--- config.mk ---
export PLATFORM = sky130hd
export DESIGN_NAME = bpfvm_verdict_queue
export DESIGN_NICKNAME = d
export VERILOG_FILES = /design/src/rtl/bpfvm_verdict_queue.sv
export SDC_FILE = /design/constraint.sdc
export NUM_CORES = 1
export LEC_CHECK = 0
export ABC_AREA = 1
export CAP_MARGIN = 10
export CORE_UTILIZATION = 46
export DETAILED_ROUTE_END_ITERATION = 8
export PLACE_DENSITY = 0.85
export SYNTH_ARGS = -nofsm -noshare
export SYNTH_HDL_FRONTEND = slang
export SYNTH_SLANG_ARGS = --single-unit
--- constraint.sdc ---
create_clock -name clk -period 2.76 [get_ports clk]
set_input_delay 0.276 -clock clk [delete_from_list [all_inputs] [get_ports clk]]
set_output_delay 0.276 -clock clk [all_outputs]
set_load 0.005 [all_outputs]
--- src/rtl/bpfvm_verdict_queue.sv ---
// Verdict FIFO between the BPF CPU controller and the packet forwarder.
// Optional statistics counters are built only when VERDICT_STATS_EN is defined.
module bpfvm_verdict_queue #(
  parameter int DEPTH     = 4,
  parameter int LEN_WIDTH = 16,
  parameter int CNT_WIDTH = 32
) (
  input  logic                 clk,
  input  logic                 rst,
  input  logic                 accept,
  input  logic                 reject,
  input  logic [LEN_WIDTH-1:0] byte_len,
  output logic                 verdict_full,
  output logic                 cpu_done,
  output logic                 out_valid,
  input  logic                 out_ready,
  output logic                 out_accept,
  output logic [LEN_WIDTH-1:0] out_len,
  output logic                 proto_err,
  output logic [CNT_WIDTH-1:0] accept_count,
  output logic [CNT_WIDTH-1:0] reject_count,
  output logic [CNT_WIDTH-1:0] drop_count
);

  localparam int AW = $clog2(DEPTH);
  localparam int EW = LEN_WIDTH + 1;

  logic [EW-1:0] mem [DEPTH];
  logic [AW-1:0] wr_ptr_reg, rd_ptr_reg;
  logic [AW:0]   count_reg, count_next;
  logic          full_reg, done_reg, err_reg;
  logic          verdict_event, verdict_value, push, pop, drop;

  always_comb begin
    verdict_event = accept | reject;
    verdict_value = ~reject;
    pop           = out_valid & out_ready;
    push          = verdict_event & (~full_reg | pop);
    drop          = verdict_event & full_reg & ~pop;
    count_next    = count_reg;
    if (push && !pop)
      count_next = count_reg + (AW+1)'(1);
    else if (!push && pop)
      count_next = count_reg - (AW+1)'(1);
  end

  // Storage carries no reset; outputs are masked by out_valid instead.
  always_ff @(posedge clk) begin
    if (push)
      mem[wr_ptr_reg] <= {verdict_value, byte_len};
  end

  always_ff @(posedge clk) begin
    if (!rst) begin
      wr_ptr_reg <= '0;
      rd_ptr_reg <= '0;
      count_reg  <= '0;
      full_reg   <= 1'b0;
      done_reg   <= 1'b0;
      err_reg    <= 1'b0;
    end else begin
      if (push)
        wr_ptr_reg <= wr_ptr_reg + AW'(1);
      if (pop)
        rd_ptr_reg <= rd_ptr_reg + AW'(1);
      count_reg <= count_next;
      full_reg  <= (count_next == (AW+1)'(DEPTH));
      done_reg  <= push;
      if (drop || (accept && reject))
        err_reg <= 1'b1;
    end
  end

  assign verdict_full = full_reg;
  assign cpu_done     = done_reg;
  assign proto_err    = err_reg;
  assign out_valid    = (count_reg != '0);
  assign out_accept   = out_valid & mem[rd_ptr_reg][EW-1];
  assign out_len      = out_valid ? mem[rd_ptr_reg][LEN_WIDTH-1:0] : '0;

`ifdef VERDICT_STATS_EN
  logic [CNT_WIDTH-1:0] acc_cnt_reg, rej_cnt_reg, drop_cnt_reg;

  always_ff @(posedge clk) begin
    if (!rst) begin
      acc_cnt_reg  <= '0;
      rej_cnt_reg  <= '0;
      drop_cnt_reg <= '0;
    end else begin
      if (push && verdict_value)
        acc_cnt_reg <= acc_cnt_reg + CNT_WIDTH'(1);
      if (push && !verdict_value)
        rej_cnt_reg <= rej_cnt_reg + CNT_WIDTH'(1);
      if (drop)
        drop_cnt_reg <= drop_cnt_reg + CNT_WIDTH'(1);
    end
  end

  assign accept_count = acc_cnt_reg;
  assign reject_count = rej_cnt_reg;
  assign drop_count   = drop_cnt_reg;
`else
  assign accept_count = '0;
  assign reject_count = '0;
  assign drop_count   = '0;
`endif

endmodule

# [Word-level counts from Yosys, hierarchy flattened]
# Memories as Yosys holds them, arrays and structs flattened. A register that Yosys moved wholly into a read port is not among the register bits.
# Index checks and enable logic that the tools add are counted.
[totals] memories=1 ff_bits=10 word_cells=36 in_bits=21 ram_bits=68
[op_classes] n_reduce_logical=7 bitwise_logic=10 addsub=4 n_eq_ne=1 muxes=7
[mem_list] name="mem" words=4 width=17 rd=1 rd_ports_with_merged_regs=1 write_ports=1 line_no="28" text="logic [EW-1:0] mem [DEPTH];"
[op_table] operator="16-bit 2-to-1 mux" count=1
[op_table] operator="3-bit 2-to-1 mux" count=2
[op_table] operator="1-bit AND" count=5
[op_table] operator="2-bit by 1-bit adder with 2-bit output, second input constant" count=2
[op_table] operator="2-bit 2-to-1 mux" count=2
[op_table] operator="3-bit by 1-bit adder with 3-bit output, second input constant" count=1
[op_table] operator="3-bit == test, second input constant" count=1
[op_table] operator="1-bit logical AND" count=3
[op_table] operator="1-bit inverter" count=3
[op_table] operator="3-bit nonzero test" count=1
[op_table] operator="3-bit by 1-bit subtractor with 3-bit output, second input constant" count=1
[op_table] operator="1-bit zero test" count=2
[op_table] operator="1-bit 2-to-1 mux" count=2
[op_table] operator="1-bit OR" count=2
[op_table] operator="1-bit logical OR" count=1

# [Longest topological paths before layout]
# Gate-level depths: netlist of run 1.
[depth] depth_word=9 mapped_depth=10

# [Worst setup path before layout of run 1]
# OpenSTA, ideal clock, no wires.
[synth_path] path_type="register to register" start="register count_reg[0]" end="memory mem[0][0] in the netlist's numbering, enable pin" setup_ns=0.391 arrival_ns=1.763 path_stages_with_launch=8 period_less_slack_ns=2.154 setup_slack_ns=0.606 path_cell_list="dfxtp_1 > inv_1 > ha_1 > nand2_8 > nand2_8 > nand2_2 > nand2_4 > nor2_1"
[synth_via] elab_chain_len=6
[synth_rtl] element="start, declared" line_no="30" text="logic [AW:0] count_reg, count_next;"
[synth_rtl] element="start signal, assigned" line_no="66" text="count_reg <= count_next;"
[synth_rtl] element="3-bit nonzero test" line_no="77" text="assign out_valid = (count_reg != '0);"
[synth_rtl] element="net out_valid" line_no="15" text="output logic out_valid,"
[synth_rtl] element="1-bit AND" line_no="37" text="pop = out_valid & out_ready;"
[synth_rtl] element="1-bit OR" line_no="38" text="push = verdict_event & (~full_reg | pop);"
[synth_rtl] element="1-bit AND" line_no="38"
[synth_rtl] element="1-bit 2-to-1 mux" line_no="49" text="if (push)"
[synth_rtl] element="1-bit 2-to-1 mux (implied by the code)" line_no="50" text="mem[wr_ptr_reg] <= {verdict_value, byte_len};"
[synth_rtl] element="end, declared" line_no="28"
# The timed path passes the listed nets, and every way through them passes these cells.

# [Worst setup path in the final report of run 1]
[layout_path] start="register count_reg[0]" end="output port out_len[4]"
[layout_via] elab_chain_len=2
[layout_rtl] element="3-bit nonzero test" line_no="77"
[layout_rtl] element="16-bit 2-to-1 mux" line_no="79" text="assign out_len = out_valid ? mem[rd_ptr_reg][LEN_WIDTH-1:0] : '0;"
[layout_rtl] element="end, declared" line_no="18" text="output logic [LEN_WIDTH-1:0] out_len,"
# Every way passes these cells.

==> flow_summary.ini, run 1 <==
[sta]
hold_viol = 0
max_freq_mhz = 408
maxSlewViolCount = 0
rsz0062_at_grt = no
layout_setup_ws_ns = 0.307
finalSetupViolations = 0
holdWs_ns = 0.486
fin_setup_tns_ns = 0
finalClockSkew_ns = 0.0136
layout_worst_path_cycle_share = 0.889
finalCriticalPeriod_ns = 2.45

[floorplanning]
dieArea_sq_um = 9220
die_w_um = 96.0
die_height_um = 96.0
ioPinCount = 138
initial_core_util = 0.485
rows = 33
core_region_area_sq_um = 8380

[pwr]
clkPwrFrac = 0.232
finalPower_mw = 3.50
switchingPower_mw = 1.12
p_sw_frac = 0.319
combPwrFrac = 0.323
p_int_mw = 2.39
power_density_nw_per_um2 = 795
peakVddDrop_mv = 0.480
leakagePower_nw = 1.76
seq_power_share = 0.444

[placed_design]
dpl_cell_area_sq_um = 4220
dp_hpwl_mm = 4.62
placed_cells = 520
io_buffers = 41
gp_congestion = 0.710
dp_slack_ns = 0.385

[layout]
syn2layout_area_growth_pct = 8.31
nNetsFinal = 454
drive_gt1_frac = 0.0907
diodes = 0
final_cell_area_sq_um = 4410
stdcell_count = 535
largest_reg_flops = 68
final_core_util = 0.526

[routing]
drc = 0
drt_iter0_drc = 175
vias_per_cell = 4.59
vias = 2454
wl_per_cell_um = 12.9
dr.pass1.iters = 4
ant_nets = 0
drt_wl_total_mm = 6.88

[clocking]
cts_setup_buffers = 0
clock_sinks = 80
cts_root_buf = clkbuf_8
cts_made_buffers = 9
cts_tree = done
cts_buffer_depth = 2
worstSkewPairLatency_ns = 0.35
htreeDepth = 3
hold_buffers = 0
clk_pin_slew_ns = 0.08
ctsResizeCount = 0

[hold_path]
min-delay-path-class = flip-flop to flip-flop

[synthesis]
synthCells = 381
synthMuxAreaShare = 0
synth-main-ff-cell = edfxtp_1
synth_top_family_by_area = buffers and inverters
synth-edff-count = 68
ys_ff_latch = 80
synth_xor_area_frac = 0.00646
synthTopCellsByCount = buf_4, nor2_1, edfxtp_1, o21ai_0, a21oi_1
syn_area_per_cell_sq_um = 10.7
synth_top_area_share = 0.502
synth_fa_ha_area_frac = 0.0215
synth-compound-area-share = 0.0738
yosysMostFrequentCell = buf_4
synthTopCellsByArea = edfxtp_1, buf_4, nor2_1, dfxtp_1, o21ai_0
synth-simple-area-share = 0.121
ys_warn_count = 0
ys_seq_area_frac = 0.561
yosysUniqueCellTypes = 27
syn_area_sq_um = 4070
synth_area_leader_cell = edfxtp_1
ys_async_sr_fraction = 0

[critical_path]
path_max_fanout = 17
worstSetupPathType = flip-flop to output port
critPathRequiredTime_ns = 2.48
crit_path_end_kind = output port
start_kind = flip-flop
cp.arrival_ns = 2.18

[global_routing]
grt_first_pass_wirelength_mm = 10.5
grt_use_total = 0.156
overflow = 0
antenna_found_initial = 0
first_global_vias = 2232
grt_start_max_net_pins = 35

[job]
cap_viol_max_count = 0

[status]
status = complete, no violations
## cell usage in the layout (no fill, tap or decap), drive strengths merged, types with 9 or more instances in the layout
cell type      Yosys  routed
a21oi             23      23
clkbuf             4       9
clkdlybuf4s50      0      41
conb               1      96
dfxtp             12      12
edfxtp            68      68
inv               18      18
nand2             13      13
nor2              81      81
o21ai             37      37
## logic make-up (layout without fill, tap and decap cells)
group / count (synthesis) / after routing
other: 1 / 96
xor gates and xnor gates: 3 / 3
DFF: 80 / 80
adders and majority gates: 7 / 7
buffers and inverters: 127 / 81
and+or+nand+nor: 103 / 103
AOI/OAI and AO/OA: 60 / 60
## worst max-delay path, stage by stage, from the launching register on
cell	delay (ns)
dfxtp_1	0.33
inv_1	0.11
ha_1	0.28
inv_1	0.11
nor2_4	0.39
a21oi_1	0.14
clkdlybuf4s50_1	0.48
## per-layer routing
layer,GRT usage,share of wire
met1,0.177,0.40
met4,0.0821,0.020
met5,0,0
met3,0.0363,0.061
met2,0.271,0.52
## worst paths after layout
path / from / end / slack (ns) / cells after the start
worst max register to register: count_reg[0] / mem[1][10] / 0.95 / 8
worst min-delay path: rd_ptr_reg[0] / rd_ptr_reg[0] / 0.49 / 1
worst max-delay path: count_reg[0] / out_len[4] / 0.31 / 6
worst min register to register: rd_ptr_reg[0] / rd_ptr_reg[0] / 0.49 / 1
## cell type report
cell class | count | area (sq um)
Fill cell | 687 | 3980
Sequential cell | 80 | 2280
Multi-Input combinational cell | 269 | 1270
Timing Repair Buffer | 47 | 455
Tap cell | 105 | 131
Clock buffer | 9 | 124
Inverter | 19 | 81.3
Clock inverter | 6 | 61.3
## power groups by stage
stage	combinational, mW	clock, mW	sequential [mW]
floorplan	0.785	0	1.56
global placement	1.10	0	1.57
detailed placement	1.13	0	1.58
CTS	1.13	0.826	1.56
global route	1.28	0.879	1.57
finish	1.13	0.814	1.56
Power figures use the tool's default switching activity.
==> run 2: changes to the inputs <==
--- a/config.mk
+++ b/config.mk
@@ -9,6 +9,7 @@
 export CAP_MARGIN = 10
 export CORE_UTILIZATION = 46
 export DETAILED_ROUTE_END_ITERATION = 8
+export MAX_ROUTING_LAYER = met4
 export PLACE_DENSITY = 0.85
 export SYNTH_ARGS = -nofsm -noshare
 export SYNTH_HDL_FRONTEND = slang
==> run 2 against run 1 <==
Net effect:
- worst hold slack about the same
- sequential power about the same
- clock-buffer cell count unchanged
- largest cell class unchanged
==> flow_summary.ini, run 2 (same netlist as run 1, synthesis figures left out) <==
[status]
status = complete, no violations

[routing]
vias = 2417
wl_per_cell_um = 12.8
drt_iter0_drc = 165
ant_nets = 0
drc = 0
vias_per_cell = 4.52
drt_wl_total_mm = 6.84
dr.pass1.iters = 4

[global_routing]
first_global_vias = 2225
grt_use_total = 0.161
antenna_found_initial = 0
grt_start_max_net_pins = 35
overflow = 0
grt_first_pass_wirelength_mm = 10.5

[layout]
layout_common_cells = conb_1, nor2_1, edfxtp_1, clkdlybuf4s50_1, o21ai_0
largest_reg_flops = 68
diodes = 0
syn2layout_area_growth_pct = 8.31
layout_commonest_cell = conb_1
drive_gt1_frac = 0.0907
nNetsFinal = 454

[clocking]
cts_tree = done
clk_pin_slew_ns = 0.08
ctsResizeCount = 0
cts_root_buf = clkbuf_8
worstSkewPairLatency_ns = 0.35
htreeDepth = 3
hold_buffers = 0
clock_sinks = 80
cts_buffer_depth = 2
cts_setup_buffers = 0
cts_made_buffers = 9

[critical_path]
path_max_fanout = 17
cp.arrival_ns = 2.18
start_kind = flip-flop
reg2reg_depth = 8
critPathRequiredTime_ns = 2.48
worstSetupPathType = flip-flop to output port
reg2reg_from = count_reg[0]
crit_start = count_reg[0]
worstSetupEndpoint = out_len[4]
reg2reg_setup_slack_ns = 0.95
timing.rr.end = mem[1][10]
crit_path_end_kind = output port

[sta]
finalCriticalPeriod_ns = 2.46
rsz0062_at_grt = no
finalSetupViolations = 0
max_freq_mhz = 407
layout_worst_path_cycle_share = 0.890
layout_setup_ws_ns = 0.304
fin_setup_tns_ns = 0
finalClockSkew_ns = 0.0139
hold_viol = 0
maxSlewViolCount = 0

[floorplanning]
ioPinCount = 138
dieArea_sq_um = 9220
die_w_um = 96.0
rows = 33
initial_core_util = 0.485
core_region_area_sq_um = 8380
die_height_um = 96.0

[placed_design]
io_buffers = 41
dp_slack_ns = 0.385
dp_hpwl_mm = 4.62
gp_congestion = 0.718

[hold_path]
hold-path-cell-count = 1
min-delay-path-class = flip-flop to flip-flop

[pwr]
power_density_nw_per_um2 = 795
leakagePower_nw = 1.76
finalPower_mw = 3.50
peakVddDrop_mv = 0.478

[job]
cap_viol_max_count = 0
[run 2: how the worst min path moves through the flow]
stage	start	slack [ns]	end
finish	rd_ptr_reg[0]	0.49	rd_ptr_reg[0]
global route	rd_ptr_reg[0]	0.51	flip-flop
CTS	rd_ptr_reg[0]	0.48	rd_ptr_reg[0]
detailed placement	rd_ptr_reg[0]	0.46	rd_ptr_reg[0]
global placement	rd_ptr_reg[0]	0.46	rd_ptr_reg[0]
floorplan	byte_len[0]	0.37	mem[0][0]
[run 2: critical path: stages, from the launching register on]
cell             delay [ns]
dfxtp_1                0.33
inv_1                  0.11
ha_1                   0.28
inv_1                  0.11
nor2_4                 0.39
a21oi_1                0.13
clkdlybuf4s50_1        0.48
[run 2: stage by stage]
step	instance area (sq um)	hold WS, ns	std cells	util
3_5_place_dp	4220	0.463	520	0.503
2_1_floorplan	4420	0.375	476	-
3_3_place_gp	4220	0.456	520	0.503
6_report	4410	0.486	535	0.526
4_1_cts	4400	0.481	535	0.525
5_1_grt	4410	0.511	535	0.526
[run 2: routing by layer]
| metal | routed length (um) | track usage | share of wire |
|---|---|---|---|
| met3 | 464 | 0.0395 | 0.068 |
| met2 | 3600 | 0.271 | 0.53 |
| met4 | 104 | 0.0784 | 0.015 |
| met1 | 2670 | 0.178 | 0.39 |
| met5 | 0 | - | 0 |
[run 2: layout make-up]
class                           count  area [sq um]
Clock buffer                        9           124
Clock inverter                      6          61.3
Fill cell                         687          3980
Inverter                           19          81.3
Multi-Input combinational cell    269          1270
Sequential cell                    80          2280
Tap cell                          105           131
Timing Repair Buffer               47           455
[run 2: report_power, final]
group	switching, mW	leakage, nW	internal [mW]
sequential	0.0688	0.730	1.49
combinational	0.641	0.934	0.490
clock	0.403	0.0948	0.409
total	1.11	1.76	2.39
